<file path="config.mk">
export PLATFORM = sky130hd
export DESIGN_NAME = uart_rx
export DESIGN_NICKNAME = d
export VERILOG_FILES = /design/src/rtl/uart_pkg.sv /design/src/rtl/uart_baud_tick.sv /design/src/rtl/uart_rx.sv
export SDC_FILE = /design/constraint.sdc
export NUM_CORES = 1
export LEC_CHECK = 0
export BUFFER_PORTS_ARGS = -buffer_cell sky130_fd_sc_hd__buf_2
export CORE_MARGIN = 4
export CORE_UTILIZATION = 59
export DETAILED_ROUTE_END_ITERATION = 6
export PLACE_DENSITY = 0.77
export SYNTH_ARGS = -nofsm -noshare
export SYNTH_HDL_FRONTEND = slang
export SYNTH_HIERARCHICAL = 1
export SYNTH_SLANG_ARGS = --single-unit
</file>
<file path="constraint.sdc">
create_clock -name clk -period 3.8 [get_ports clk]
set_input_delay 0.57 -clock clk [delete_from_list [all_inputs] [get_ports clk]]
set_output_delay 0.57 -clock clk [all_outputs]
set_load 0.01 [all_outputs]
</file>
<file path="src/rtl/uart_pkg.sv">
// Shared types and helpers for the UART blocks.
// Holds the receiver state encoding, the oversampling ratio and the divisor calculation.
package uart_pkg;

  typedef enum logic [1:0] {IDLE, START, DATA, STOP} rx_state_t;

  localparam int OVERSAMPLE = 16;

  // Rounded clk-per-tick divisor: round(clock_mhz*1e6 / (baud*OVERSAMPLE)).
  function automatic int baud_div(input int clock_mhz, input int baud);
    longint num;
    longint den;
    num = longint'(clock_mhz) * 64'sd1_000_000;
    den = longint'(baud) * longint'(OVERSAMPLE);
    return int'((num + den / 2) / den);
  endfunction

endpackage

</file>
<file path="src/rtl/uart_baud_tick.sv">
// 16x oversampling tick generator: one-clk tick every DIV clocks.
// The clr input restarts the count so ticks can be phase-aligned to a line edge.
module uart_baud_tick #(
  parameter int DIV = 27
) (
  input  logic clk,
  input  logic rst,
  input  logic clr,
  output logic tick
);

  localparam int CW = (DIV > 1) ? $clog2(DIV) : 1;

  logic [CW-1:0] cnt;

  assign tick = (cnt == CW'(DIV - 1));

  always_ff @(posedge clk or posedge rst) begin
    if (rst) begin
      cnt <= '0;
    end else if (clr || tick) begin
      cnt <= '0;
    end else begin
      cnt <= cnt + 1'b1;
    end
  end

endmodule

</file>
<file path="src/rtl/uart_rx.sv">
// UART 8N1 receiver: 2-flop synchroniser, 16x oversampling with 3-sample majority vote,
// and a one-entry holding register with valid/ready handshake plus frame/overrun pulses.
module uart_rx
  import uart_pkg::*;
#(
  parameter int CLOCK_MHZ = 50,
  parameter int BAUD      = 115200,
  parameter int DIV       = baud_div(CLOCK_MHZ, BAUD)
) (
  input  logic       clk,
  input  logic       rst,
  input  logic       rxd,
  output logic [7:0] rx_data,
  output logic       rx_valid,
  input  logic       rx_ready,
  output logic       frame_err,
  output logic       overrun_err
);

  rx_state_t  state;
  logic       sync_p0;
  logic       rxd_s;
  logic       tick;
  logic       clr;
  logic [3:0] scnt;
  logic [2:0] bidx;
  logic [7:0] shreg;
  logic       s7;
  logic       s8;
  logic       decide;
  logic       bitval;

  function automatic logic majority(input logic a, input logic b, input logic c);
    return (a & b) | (a & c) | (b & c);
  endfunction

  // Synchroniser: rxd is asynchronous, only rxd_s is used downstream.
  always_ff @(posedge clk or posedge rst) begin
    if (rst) begin
      sync_p0 <= 1'b1;
      rxd_s   <= 1'b1;
    end else begin
      sync_p0 <= rxd;
      rxd_s   <= sync_p0;
    end
  end

  // Holding the divider cleared while idle makes the first tick land DIV clk after the start edge.
  assign clr = (state == IDLE);

  uart_baud_tick #(.DIV(DIV)) u_tick (
    .clk  (clk),
    .rst  (rst),
    .clr  (clr),
    .tick (tick)
  );

  assign decide = tick && (scnt == 4'd9) && (state != IDLE);
  assign bitval = majority(s7, s8, rxd_s);

  // Sample capture and shift register: pure data, no reset needed.
  always_ff @(posedge clk) begin
    if (tick && scnt == 4'd7) s7 <= rxd_s;
    if (tick && scnt == 4'd8) s8 <= rxd_s;
    if (decide && state == DATA) shreg <= {bitval, shreg[7:1]};
  end

  always_ff @(posedge clk or posedge rst) begin
    if (rst) begin
      state       <= IDLE;
      scnt        <= '0;
      bidx        <= '0;
      rx_data     <= '0;
      rx_valid    <= 1'b0;
      frame_err   <= 1'b0;
      overrun_err <= 1'b0;
    end else begin
      frame_err   <= 1'b0;
      overrun_err <= 1'b0;
      if (rx_valid && rx_ready) rx_valid <= 1'b0;
      if (state != IDLE && tick) scnt <= scnt + 1'b1;

      case (state)
        IDLE: begin
          scnt <= '0;
          if (!rxd_s) state <= START;
        end
        START: begin
          if (decide) begin
            if (bitval) begin
              state <= IDLE;
            end else begin
              state <= DATA;
              bidx  <= '0;
            end
          end
        end
        DATA: begin
          if (decide) begin
            bidx <= bidx + 1'b1;
            if (bidx == 3'd7) state <= STOP;
          end
        end
        STOP: begin
          // Returning to IDLE mid stop bit lets the next start edge be caught early.
          if (decide) begin
            state <= IDLE;
            if (!bitval) begin
              frame_err <= 1'b1;
            end else if (!rx_valid || rx_ready) begin
              rx_data  <= shreg;
              rx_valid <= 1'b1;
            end else begin
              overrun_err <= 1'b1;
            end
          end
        end
        default: state <= IDLE;
      endcase
    end
  end

endmodule

</file>
# After elaboration in Yosys (flattened, before gate mapping)
# Cells that the tools add are included.
[totals]
input_bits = 4
ff_bits = 37
wordCells = 78
output_inout_bits = 11
[classes]
n_mux = 26
bitwise = 5
n_addsub = 3
n_eq_ne = 14
reduce_logical = 17
[op_table]
columns = ["operator", "n"]
rows = [
  ["2-to-1 mux 1 bit", 12],
  ["2-to-1 mux 2 bit", 6],
  ["!= test 2 bit, second input constant", 5],
  ["2-to-1 mux 3 bit", 3],
  ["equality test 4 bit, second input constant", 2],
  ["2-to-1 mux 4 bit", 2],
  ["one-hot mux 2 bit (4 select lines)", 1],
  ["AND reduction 4 bit", 2],
  ["logical AND 1 bit", 7],
  ["one-hot mux 3 bit (2 select lines)", 1],
  ["nonzero test 2 bit", 3],
  ["adder 5 x 1 -> 5 bit, second input constant", 1],
  ["equality test 5 bit, second input constant", 1],
  ["2-to-1 mux 5 bit", 1],
  ["AND reduction 5 bit", 1],
  ["adder 4 x 1 -> 4 bit, second input constant", 1],
  ["equality test 2 bit, second input constant", 2],
  ["equality test 4 x 3 -> 1 bit, second input constant", 1],
  ["adder 3 x 1 -> 3 bit, second input constant", 1],
  ["AND 1 bit", 3],
  ["equality test 3 bit, second input constant", 1],
  ["equality test 2 x 1 -> 1 bit, second input constant", 1],
  ["logical NOT 2 bit", 1],
  ["logical OR 1 bit", 2],
  ["other kinds (3)", 4],
]

# Depth between registers and ports, before layout
# Gate-level depths: netlist (run 1).
[logic_depth]
ltp_word = 6
mapped_depth = 9
depth_no_buf = 6

# Cells and area by module
# Netlist (run 1), hierarchy kept.
[modules_own_cells]
columns = ["mod", "instances", "seq_area_each_um2", "area_per_inst_um2", "cells_per_inst"]
rows = [
  ["uart_rx", 1, 853.3, 1346.3, 93],
  ["uart_baud_tick", 1, 125.1, 287.8, 23],
]

# Worst setup path before layout (run 1)
# Ideal clock, no wire load.
[synth_path]
kind = "reg-to-reg"
from = "register u_tick.cnt[0]"
to = "register shreg[0] (enable)"
setup_time_ns = 0.324
required_time_ns = 3.476
path_buffers = 3
path_stages_with_launch = 10
period_less_slack_ns = 1.983
t_arrival_ns = 1.659
slack_ns = 1.817
path_cell_list = "dfrtp_1 inv_1 ha_1 and4b_1 buf_6 buf_6 and4b_1 buf_6 nand3_1 inv_1"
[synth_via]
elab_chain_cells = 4
[synth_lines]
columns = ["item", "line", "rtl"]
rows = [
  ["start, declared", "uart_baud_tick.sv:14", "logic [CW-1:0] cnt;"],
  ["start signal, assigned", "uart_baud_tick.sv:24", "cnt <= cnt + 1'b1;"],
  ["equality test 5 bit", "uart_baud_tick.sv:16", "assign tick = (cnt == CW'(DIV - 1));"],
  ["net tick", "uart_rx.sv:23", "logic tick;"],
  ["logical AND 1 bit (2 in series)", "uart_rx.sv:58", "assign decide = tick && (scnt == 4'd9) && (state != IDLE);"],
  ["logical AND 1 bit", "uart_rx.sv:65", "if (decide && state == DATA) shreg <= {bitval, shreg[7:1]};"],
  ["end signal, assigned", "uart_rx.sv:65", ""],
  ["end, declared", "uart_rx.sv:27", "logic [7:0] shreg;"],
]
# The timed path passes the listed nets, and every way through them passes these cells.
# A chain may end at the register's enable or synchronous reset.

# Worst setup path in the final report (run 1)
[layout_path]
from = "register u_tick.cnt[0]"
to = "register shreg[5] (enable)"
# Same word-level chain as after synthesis.

==> metrics.md, run 1 <==
| Metric | Value |
|---|---|
| I/O Buffers | 14 |
| Area leader, netlist | dfrtp_1 |
| Die width | 60.6 um |
| Clock sinks | 37 |
| Sequential area share after synthesis | 59.9% |
| Post-CTS Setup Bufs | 0 |
| Global-route wire length before repair | 4460 um |
| Layout Cells excl Fill | 164 |
| Root Buffer | clkbuf_4 |
| Drt total wl | 2640 um |
| Initial antenna violation count | 0 |
| Placer Congestion | 0.748 |
| Post-DR wirelength/cell | 16.1 um |
| I/O Pins | 15 |
| Worst vdd ir | 0.310 mV |
| CP endpoint kind | flop |
| Final hold violations | 0 |
| Slowest cell on the critical path | and4b_1 |
| Crit path largest cell delay | 570 ps |
| Ys async rst share | 73.0% |
| Routed Antenna Nets | 0 |
| Vias post-DR | about 960 |
| Vias in the first global route | 968 |
| Mapped Area | 1630 um2 |
| Worst-path clk slew | roughly 110 ps |
| Worst-Margin Slew | 814 ps |
| Largest net degree at the start of global routing | 23 |
| Vias/cell | about 5.8 |
| Yosys warns | 6 |
| Critical path arrival | 2490 ps |
| Synth area leaders | dfrtp_1 (38%), edfxtp_1 (18%), mux2_2 (5.5%) |
| Row cnt | 18 |
| Post-synth EDFFs | 10 |
| Post-Synthesis Cells | 116 |
| Max Slew Vio Count | 0 |
| Distinct cells, synth | 34 |
| Unrepaired setup endpoints after global routing | no |
| CTS tree | built |
| Outcome | completed |
| Number of remaining DRC errors | 0 |
| Starting DRC count in detailed routing | 26 |
| P per Cell Area | 383 nW/um2 |
| Crit Path Max Fanout | 13 |
| # hold bufs at CTS | 0 |
| Cell count after placement | 156 |
| Bufs on Longest Clock Path | 2 |
| Initial core utilization | 63.6% |
| PostCTS Resize Cnt | 0 |
| Gr ovfl total | 0 |
| First-pass detailed-route iteration total | 4 |
| Setup Skew | 8.13 ps |
| Cells along the critical path | inv_1 > ha_1 > and4b_1 > and4b_1 > nand3_1 > inv_1 |
| TNS Setup | 0 ps |
| H-tree depth | 2 |
| Worst min-delay path category | in2async |
| Post-synth net total | ~130 |
| Setup crit start kind | flop |
| Maxcap violations | 0 |
| Min Tclk post-route | between 2000 and 2500 ps |
| Antenna fix cells | 0 |
| Nets | 144 |
| Post-DP HPWL | 1890 um |
| Worst path required time | 3830 ps |
| Pwr Total | 0.000683 W |
| Core Region | about 2600 um2 |
| Ys flop type | dfrtp_1 |
| Post-synthesis area per instance | between 10 and 15 um2 |
| Layout area overhead | 9.04% |
| # setup viols final | 0 |
| Finished Core Util | 69.4% |
| Layout filler cell count | 180 |
| Num CTS Buffers | 5 |
| Die area | roughly 3700 um2 |
| Post-synth top area share | 38.3% |
| Period utilization | 64.6% |
| Maximum clock frequency | between 0.4 and 0.5 GHz |
| Overall routing resource usage | 17.1% |
| #FFs+latches synth | 37 |
| Static Leakage | 0.846 nW |
| Max_slew headroom | 45.7% |
| Die Y-Extent | 60.6 um |
| Worst Setup Path Type | reg2reg |
| Clk Latency, worst-skew pair | between 300 and 400 ps |
| Share of post-route cells with drive strength above 1 | a little under a third |
cell type report:
cell class	count	area, um2	share of cell area (%)
Clock inverter	3	41.3	2.32
Sequential cell	37	978	54.9
Tap cell	30	37.5	2.11
Timing Repair Buffer	14	70.1	3.93
Inverter	8	30.0	1.69
Clock buffer	5	37.5	2.11
Multi-Input combinational cell	67	587	32.9
cell usage after synthesis (all sizes together) (2+ instances only):
| library cell | count |
|---|---|
| dfrtp | 25 |
| edfxtp | 10 |
| nor2 | 9 |
| inv | 8 |
| mux2 | 8 |
| ha | 7 |
| and4b | 4 |
| buf | 4 |
| a21oi | 3 |
| nand2 | 3 |
| nor3 | 3 |
| o221a | 3 |
| and4 | 2 |
| dfstp | 2 |
| nand3 | 2 |
| nand4 | 2 |
| nor4 | 2 |
| o21ai | 2 |
| o21bai | 2 |
| o32a | 2 |
| xnor2 | 2 |
| xor2 | 2 |
where the power goes:
| group | switching (W) | internal (W) | total (W) | leakage (nW) |
|---|---|---|---|---|
| Combinational | 0.00000672 | 0.00000178 | 0.00000851 | 0.371 |
| Sequential | 0.000000702 | 0.000409 | 0.000410 | 0.435 |
| Clock | 0.000129 | 0.000136 | 0.000265 | 0.0389 |
flip-flops by register name, summed over array words and instances, names as in the netlist, 3 cells and up, named ones only:
signal / flops
rx_data: 8
shreg: 8
u_tick/cnt: 5
scnt: 4
bidx: 3
metal layers:
layer  track usage [%]  vias up  routed length, um
li1                  -      459                  -
met1              22.6      469               1250
met2              25.5       21               1220
met3              5.96        7                125
met4              7.74        0                 51
met5                 0        -                  0
worst paths after layout:
| check | start | depth (start not counted) | to | slack, ps |
|---|---|---|---|---|
| min | rst | 2 | u_tick/cnt[1] | 120 |
| max | u_tick/cnt[0] | 6 | shreg[5] | 1340 |
| max reg2reg | u_tick/cnt[0] | 6 | shreg[5] | 1340 |
| min reg2reg | sync_p0 | 0 | rxd_s | 360 |
| min in group clk | rxd | 1 | sync_p0 | 320 |
| max in group asynchronous | rst | 2 | bidx[1] | 2910 |
cell usage in the layout, fill, tap and decap left out, types with 2 or more instances in the layout:
| cell type | instances |
|---|---|
| o32a_1 | 2 |
| o21ai_0 | 2 |
| a21oi_1 | 3 |
| nor2_1 | 9 |
| xor2_1 | 2 |
| edfxtp_1 | 10 |
| nand2_1 | 3 |
| buf_2 | 14 |
| nand3_1 | 2 |
| and4b_2 | 2 |
| nor4_4 | 2 |
| xnor2_1 | 2 |
| and4b_1 | 2 |
| ha_1 | 7 |
| inv_1 | 8 |
| clkbuf_4 | 5 |
| nor3_1 | 3 |
| mux2_2 | 8 |
| o221a_2 | 3 |
| dfstp_2 | 2 |
| o21bai_1 | 2 |
| dfrtp_1 | 25 |
| and4_1 | 2 |
logic make-up (layout without fill, tap and decap cells):
group | after synthesis | after routing | synth area share, %
xor+xnor | 4 | 4 | 2.14
compound gates | 15 | 15 | 7.27
flops | 37 | 37 | 59.9
buf+inv | 12 | 30 | 4.21
simple gates | 31 | 31 | 14.2
fa+ha+maj | 8 | 8 | 6.20
mux | 9 | 9 | 6.13
through the flow:
step	setup WS [ps]	instance area [um2]	hold slack, ps
2_1_floorplan	1820	1630	345
3_3_place_gp	1470	1700	346
3_5_place_dp	1350	1700	347
4_1_cts	1330	1780	109
5_1_grt	1090	1780	119
6_report	1340	1780	123
worst max-delay path: cells and delay by family, from the launching register on:
family,cells,cell delay [ps]
flip-flops,1,440
AND/OR/NAND/NOR,3,1220
adder cells (fa/ha/maj),1,140
buffers and inverters,2,350
(Power assumes the default switching activity.)
==> run 2: changes to the inputs <==
--- a/config.mk
+++ b/config.mk
@@ -7,9 +7,9 @@
 export LEC_CHECK = 0
 export BUFFER_PORTS_ARGS = -buffer_cell sky130_fd_sc_hd__buf_2
 export CORE_MARGIN = 4
-export CORE_UTILIZATION = 59
+export CORE_UTILIZATION = 52
 export DETAILED_ROUTE_END_ITERATION = 6
-export PLACE_DENSITY = 0.77
+export PLACE_DENSITY = 0.72
 export SYNTH_ARGS = -nofsm -noshare
 export SYNTH_HDL_FRONTEND = slang
 export SYNTH_HIERARCHICAL = 1
==> constraint.sdc (replaced) <==
create_clock -name clk -period 2.2 [get_ports clk]
set_input_delay 0.33 -clock clk [delete_from_list [all_inputs] [get_ports clk]]
set_output_delay 0.33 -clock clk [all_outputs]
set_load 0.01 [all_outputs]
==> run 2 against run 1 <==
Net effect:
- cell area grew 2.4%
- critical endpoint is now rx_data[4]
- core utilization decreased by 9.1 points
- register-to-register slack worse by 1200 ps
- critical path type unchanged
- sequential share of layout area shrank 1.3 points
==> metrics.md, run 2 (synthesis gave the netlist of run 1 again) <==
| Metric | Value |
|---|---|
| P per Cell Area | between 600 and 700 nW/um2 |
| Number of remaining DRC errors | 0 |
| Core Region | 3030 um2 |
| Die Y-Extent | 64.1 um |
| Overall routing resource usage | 13.9% |
| Final hold violations | 0 |
| Outcome | completed |
| # setup viols final | 0 |
| Max Slew Vio Count | 0 |
| I/O Buffers | 14 |
| Vias/cell | ~5.2 |
| Hold_ws | 94.2 ps |
| Pwr Total | between 0.001 and 0.0015 W |
| Worst vdd ir | a little under 0.4 mV |
| Num CTS Buffers | 5 |
| Unrepaired setup endpoints after global routing | no |
| Post-DR wirelength/cell | about 13 um |
| Min Tclk post-route | 2020 ps |
| Most frequent cells in the layout | dfrtp_1 (25), buf_2 (14), edfxtp_1 (10) |
| Routed wl met3 | around 76 um |
| Commonest non-fill, non-tap cell in the layout | dfrtp_1 |
| Initial core utilization | 54.0% |
| Clk Latency, worst-skew pair | 330 ps |
| Met2 Wirelength | 1110 um |
| H-tree depth | 2 |
| Largest net degree at the start of global routing | 23 |
| Drt total wl | 2440 um |
| Routed Antenna Nets | 0 |
| Root Buffer | clkbuf_4 |
| Nets | 147 |
| Top Layer Used | met4 |
| Critical path arrival | 2230 ps |
| Antenna fix cells | 0 |
| CP endpoint kind | flop |
| Setup Skew | around 11 ps |
| Clock sinks | 37 |
| Layout area overhead | 11.6% |
| TNS Setup | 0 ps |
| Static Leakage | 0.861 nW |
| Worst min-delay path category | in2reg |
| Die area | about 4100 um2 |
| First-pass detailed-route iteration total | 4 |
| R2R Path Start | u_tick/cnt[0] |
| Worst reg-to-reg path cell count | 7 |
| Maxcap violations | 0 |
| Row cnt | 20 |
| Period utilization | 91.8% |
| Initial antenna violation count | 0 |
| Worst path required time | 2420 ps |
| Global-route wire length before repair | 4470 um |
| Starting DRC count in detailed routing | 28 |
| Gr ovfl total | 0 |
| Share of post-route cells with drive strength above 1 | around 32% |
| Vias post-DR | 946 |
| Post-CTS Setup Bufs | 0 |
| Vias in the first global route | 944 |
| Worst Setup Path Type | reg2reg |
| Post-DP HPWL | between 1500 and 2000 um |
| Setup crit start kind | flop |
| Finished Core Util | 60.2% |
| Placer Congestion | around 0.7 |
| Max_slew headroom | 45.1% |
| CTS tree | built |
| Critical path launch point | u_tick/cnt[0] |
| Worst-Margin Slew | just over 800 ps |
| Maximum clock frequency | 0.495 GHz |
| Worst-path clk slew | roughly 110 ps |
| Hold path start | rxd |
| Bufs on Longest Clock Path | 2 |
| Die width | around 64 um |
| Crit Path Max Fanout | 8 |
| Top Registers | rx_data: 8 flops, shreg: 8 flops, u_tick/cnt: 5 flops |
| I/O Pins | 15 |
| Metal1 wirelength | 1230 um |
| Hold Crit Depth | 1 |
-- run 2: cell types whose count changed in the layout (fill, tap and decap cells not counted) --
cell	previous run	this run
buf_4	0	2
dlygate4sd3_1	0	1
-- run 2: power breakdown --
| part | internal (W) | switching [W] |
|---|---|---|
| combinational | 0.00000424 | 0.0000121 |
| clock | 0.000235 | 0.000213 |
| sequential | 0.000706 | 0.00000127 |
-- run 2: path summary, 6_finish.rpt --
kind / end / slack [ps]
max: rx_data[4] / 180
min: sync_p0 / 90
max reg2reg: rx_data[4] / 180
min reg2reg: rxd_s / 360
max in group asynchronous: rx_data[6] / 980
min in group asynchronous: u_tick/cnt[3] / 450
-- run 2: metrics by stage --
stage	cell area, um2	setup slack (ps)	instances
6_report	1820	181	181
5_1_grt	1820	34.3	181
4_1_cts	1820	176	181
3_5_place_dp	1740	211	172
3_3_place_gp	1740	271	172
2_1_floorplan	1630	217	116
-- run 2: layout make-up --
| type | count | area, um2 |
|---|---|---|
| tap | 44 | 55.1 |
| clock inverter | 3 | 41.3 |
| inverter | 8 | 30.0 |
| fill | 243 | 1200 |
| multi-input combinational | 67 | 587 |
| sequential | 37 | 978 |
| clock buffer | 5 | 37.5 |
| timing repair buffer | 17 | 95.1 |
-- run 2: timing repair --
item | in CTS | in global routing
hold endpoints to repair | 5 | 0
resized for setup | 0 | 0
hold buffers | 1 | 0
-- run 2: routing by layer --
metal  vias up  global-route usage [%]
li1        463                       -
met1       467                    20.4
met2        13                    20.1
met3         3                    4.22
met4         0                    3.77
met5         -                       0
-- run 2: critical path, cell delays in order, from the launching register on --
cell and delay [ps]:
dfrtp_1 440, inv_1 70, ha_1 130, and4b_1 360
and4b_1 260, buf_4 150, nand4_4 170, mux2_2 320
==> run 3: changes to the inputs <==
--- a/config.mk
+++ b/config.mk
@@ -7,9 +7,9 @@
 export LEC_CHECK = 0
 export BUFFER_PORTS_ARGS = -buffer_cell sky130_fd_sc_hd__buf_2
 export CORE_MARGIN = 4
-export CORE_UTILIZATION = 52
+export CORE_UTILIZATION = 59
 export DETAILED_ROUTE_END_ITERATION = 6
-export PLACE_DENSITY = 0.72
+export PLACE_DENSITY = 0.77
 export SYNTH_ARGS = -nofsm -noshare
 export SYNTH_HDL_FRONTEND = slang
 export SYNTH_HIERARCHICAL = 1
==> constraint.sdc (replaced) <==
create_clock -name clk -period 2.6 [get_ports clk]
set_input_delay 0.39 -clock clk [delete_from_list [all_inputs] [get_ports clk]]
set_output_delay 0.39 -clock clk [all_outputs]
set_load 0.01 [all_outputs]
==> run 3 against run 2 <==
Net effect:
- hold slack improved by 41 ps
- worst setup slack improved by 380 ps
- clock power is 34% lower
- largest cell class unchanged
- cell area shrank 2.7%
- sequential cell count is the same
- global-route usage increased by 2.6 points
- sequential share of layout area increased by 1.5 points
- count of clock-buffer cells in the layout is the same
- sequential power fell by 15%
- fmax fell by 1.2%
==> metrics.md, run 3 (synthesis gave the netlist of run 1 again) <==
| Metric | Value |
|---|---|
| Commonest non-fill, non-tap cell in the layout | dfrtp_1 |
| Worst min-delay path category | in2reg |
| I/O Buffers | 14 |
| Antenna fix cells | 0 |
| Row cnt | 18 |
| Routed wl met3 | between 150 and 200 um |
| Worst vdd ir | 0.548 mV |
| Clock sinks | 37 |
| Die Y-Extent | a little over 60 um |
| Reg2reg end | shreg[3] |
| Worst path bufs/invs | 2 |
| Outcome | completed |
| Number of remaining DRC errors | 0 |
| Setup Skew | 21.5 ps |
| Static Leakage | between 0.8 and 0.9 nW |
| CP endpoint kind | flop |
| Max_slew headroom | roughly 45% |
| Layout area overhead | 8.58% |
| Post-DR wirelength/cell | 15.0 um |
| Crit path largest cell delay | 440 ps |
| Met2 Wirelength | 1100 um |
| Maxcap violations | 0 |
| Drt total wl | 2480 um |
| CTS tree | built |
| Root Buffer | clkbuf_4 |
| Largest net degree at the start of global routing | 23 |
| Vias post-DR | 945 |
| Critical Path End | shreg[3] |
| # hold bufs at CTS | 1 |
| Post-DP HPWL | 1730 um |
| Clk Latency, worst-skew pair | 360 ps |
| H-tree depth | 2 |
| Die width | 60.6 um |
| Worst path required time | ~2600 ps |
| Placer Congestion | 0.744 |
| Post-CTS Setup Bufs | 0 |
| Routed Antenna Nets | 0 |
| Cells along the critical path | inv_1 > ha_1 > and4b_1 > and4b_1 > nand3_1 > inv_1 |
| Slowest cell on the critical path | dfrtp_1 |
| Num CTS Buffers | 5 |
| Most frequent cells in the layout | dfrtp_1 (25), buf_2 (14), edfxtp_1 (10) |
| Maximum clock frequency | 0.489 GHz |
| Cell family with most CP delay | simple AND/OR/NAND/NOR gates |
| R2R Path Start | u_tick/cnt[0] |
| P per Cell Area | 513 nW/um2 |
| Critical path launch point | u_tick/cnt[0] |
| Gr ovfl total | 0 |
| Vias in the first global route | 957 |
| Critical path arrival | 2070 ps |
| First-pass detailed-route iteration total | 4 |
| Top Registers | rx_data: 8 flops, shreg: 8 flops, u_tick/cnt: 5 flops |
| Top Layer Used | met4 |
| Max Slew Vio Count | 0 |
| Worst Setup Path Type | reg2reg |
| Starting DRC count in detailed routing | 28 |
| R2r setup slk | 560 ps |
| Worst reg-to-reg path cell count | 6 |
| Min Tclk post-route | 2040 ps |
| Hold_ws | 135 ps |
| Crit Path Max Fanout | 8 |
| PostCTS Resize Cnt | 0 |
| Unrepaired setup endpoints after global routing | no |
| # setup viols final | 0 |
| Die area | between 3000 and 4000 um2 |
| Initial antenna violation count | 0 |
| Core Region | 2570 um2 |
| CP Depth | 6 |
| Nets | 146 |
| Setup crit start kind | flop |
| Initial core utilization | 63.6% |
| Global-route wire length before repair | between 4000 and 5000 um |
| Final hold violations | 0 |
| Period utilization | 78.6% |
| Worst-path clk slew | 110 ps |
| Bufs on Longest Clock Path | 2 |
| I/O Pins | 15 |
| Metal1 wirelength | ~1200 um |
| Share of post-route cells with drive strength above 1 | 30.9% |
| Overall routing resource usage | between 15 and 20% |
| TNS Setup | 0 ps |
| Vias/cell | roughly 5.7 |
| Worst-Margin Slew | 820 ps |
==> run 3: cell count changes in the layout (fill, tap and decap cells not counted) <==
| cell | before | now |
|---|---|---|
| bufinv_16 | 1 | 0 |
| buf_4 | 2 | 1 |
| inv_6 | 0 | 1 |
| clkinvlp_4 | 1 | 0 |
| clkinv_1 | 1 | 2 |
==> run 3: cell type report <==
cell class                      count  area, um2
Fill cell                         187        793
Timing Repair Buffer               16       87.6
Clock inverter                      3       16.3
Multi-Input combinational cell     67        587
Clock buffer                        5       37.5
Inverter                            8       30.0
Sequential cell                    37        978
Tap cell                           30       37.5
==> run 3: metrics by stage <==
step / utilization (%) / power [W] / cell area (um2) / worst slack, ps / cells
after floorplan: - / 0.000618 / 1630 / 617 / 116
after global placement: 66.6 / 0.000624 / 1710 / 699 / 157
after detailed placement: 66.6 / 0.000624 / 1710 / 592 / 157
after CTS: 69.1 / 0.000920 / 1770 / 560 / 166
after global routing: 69.1 / 0.000945 / 1770 / 427 / 166
final: 69.1 / 0.000909 / 1770 / 557 / 166
==> run 3: power by group <==
part           internal [W]  leakage [nW]   total, W  switching (W)
sequential         0.000598         0.435   0.000599     0.00000117
combinational    0.00000358         0.381  0.0000135     0.00000997
clock              0.000103        0.0307   0.000297       0.000194
total              0.000704         0.847   0.000909       0.000205
==> run 3: how the worst min path moves through the flow <==
stage               from            end  depth (start not counted)
detailed placement   rst  u_tick/cnt[4]                          2
finish               rxd        sync_p0                          1
global route         rxd        sync_p0                          1
CTS                  rxd        sync_p0                          1
global placement     rst  u_tick/cnt[4]                          2
floorplan            rst  u_tick/cnt[0]                          1
==> run 3: worst reg2reg max path, cell delays in order (launching register included) <==
cell and delay [ps]:
dfrtp_1 440, inv_1 80, ha_1 140, and4b_1 210, and4b_1 370, nand3_1 190
inv_1 300
==> run 3: layer usage <==
layer | vias to the layer above | global-route usage, %
met4 | 0 | 6.50
met2 | 23 | 24.1
li1 | 459 | -
met1 | 458 | 21.6
met5 | - | 0
met3 | 5 | 7.66
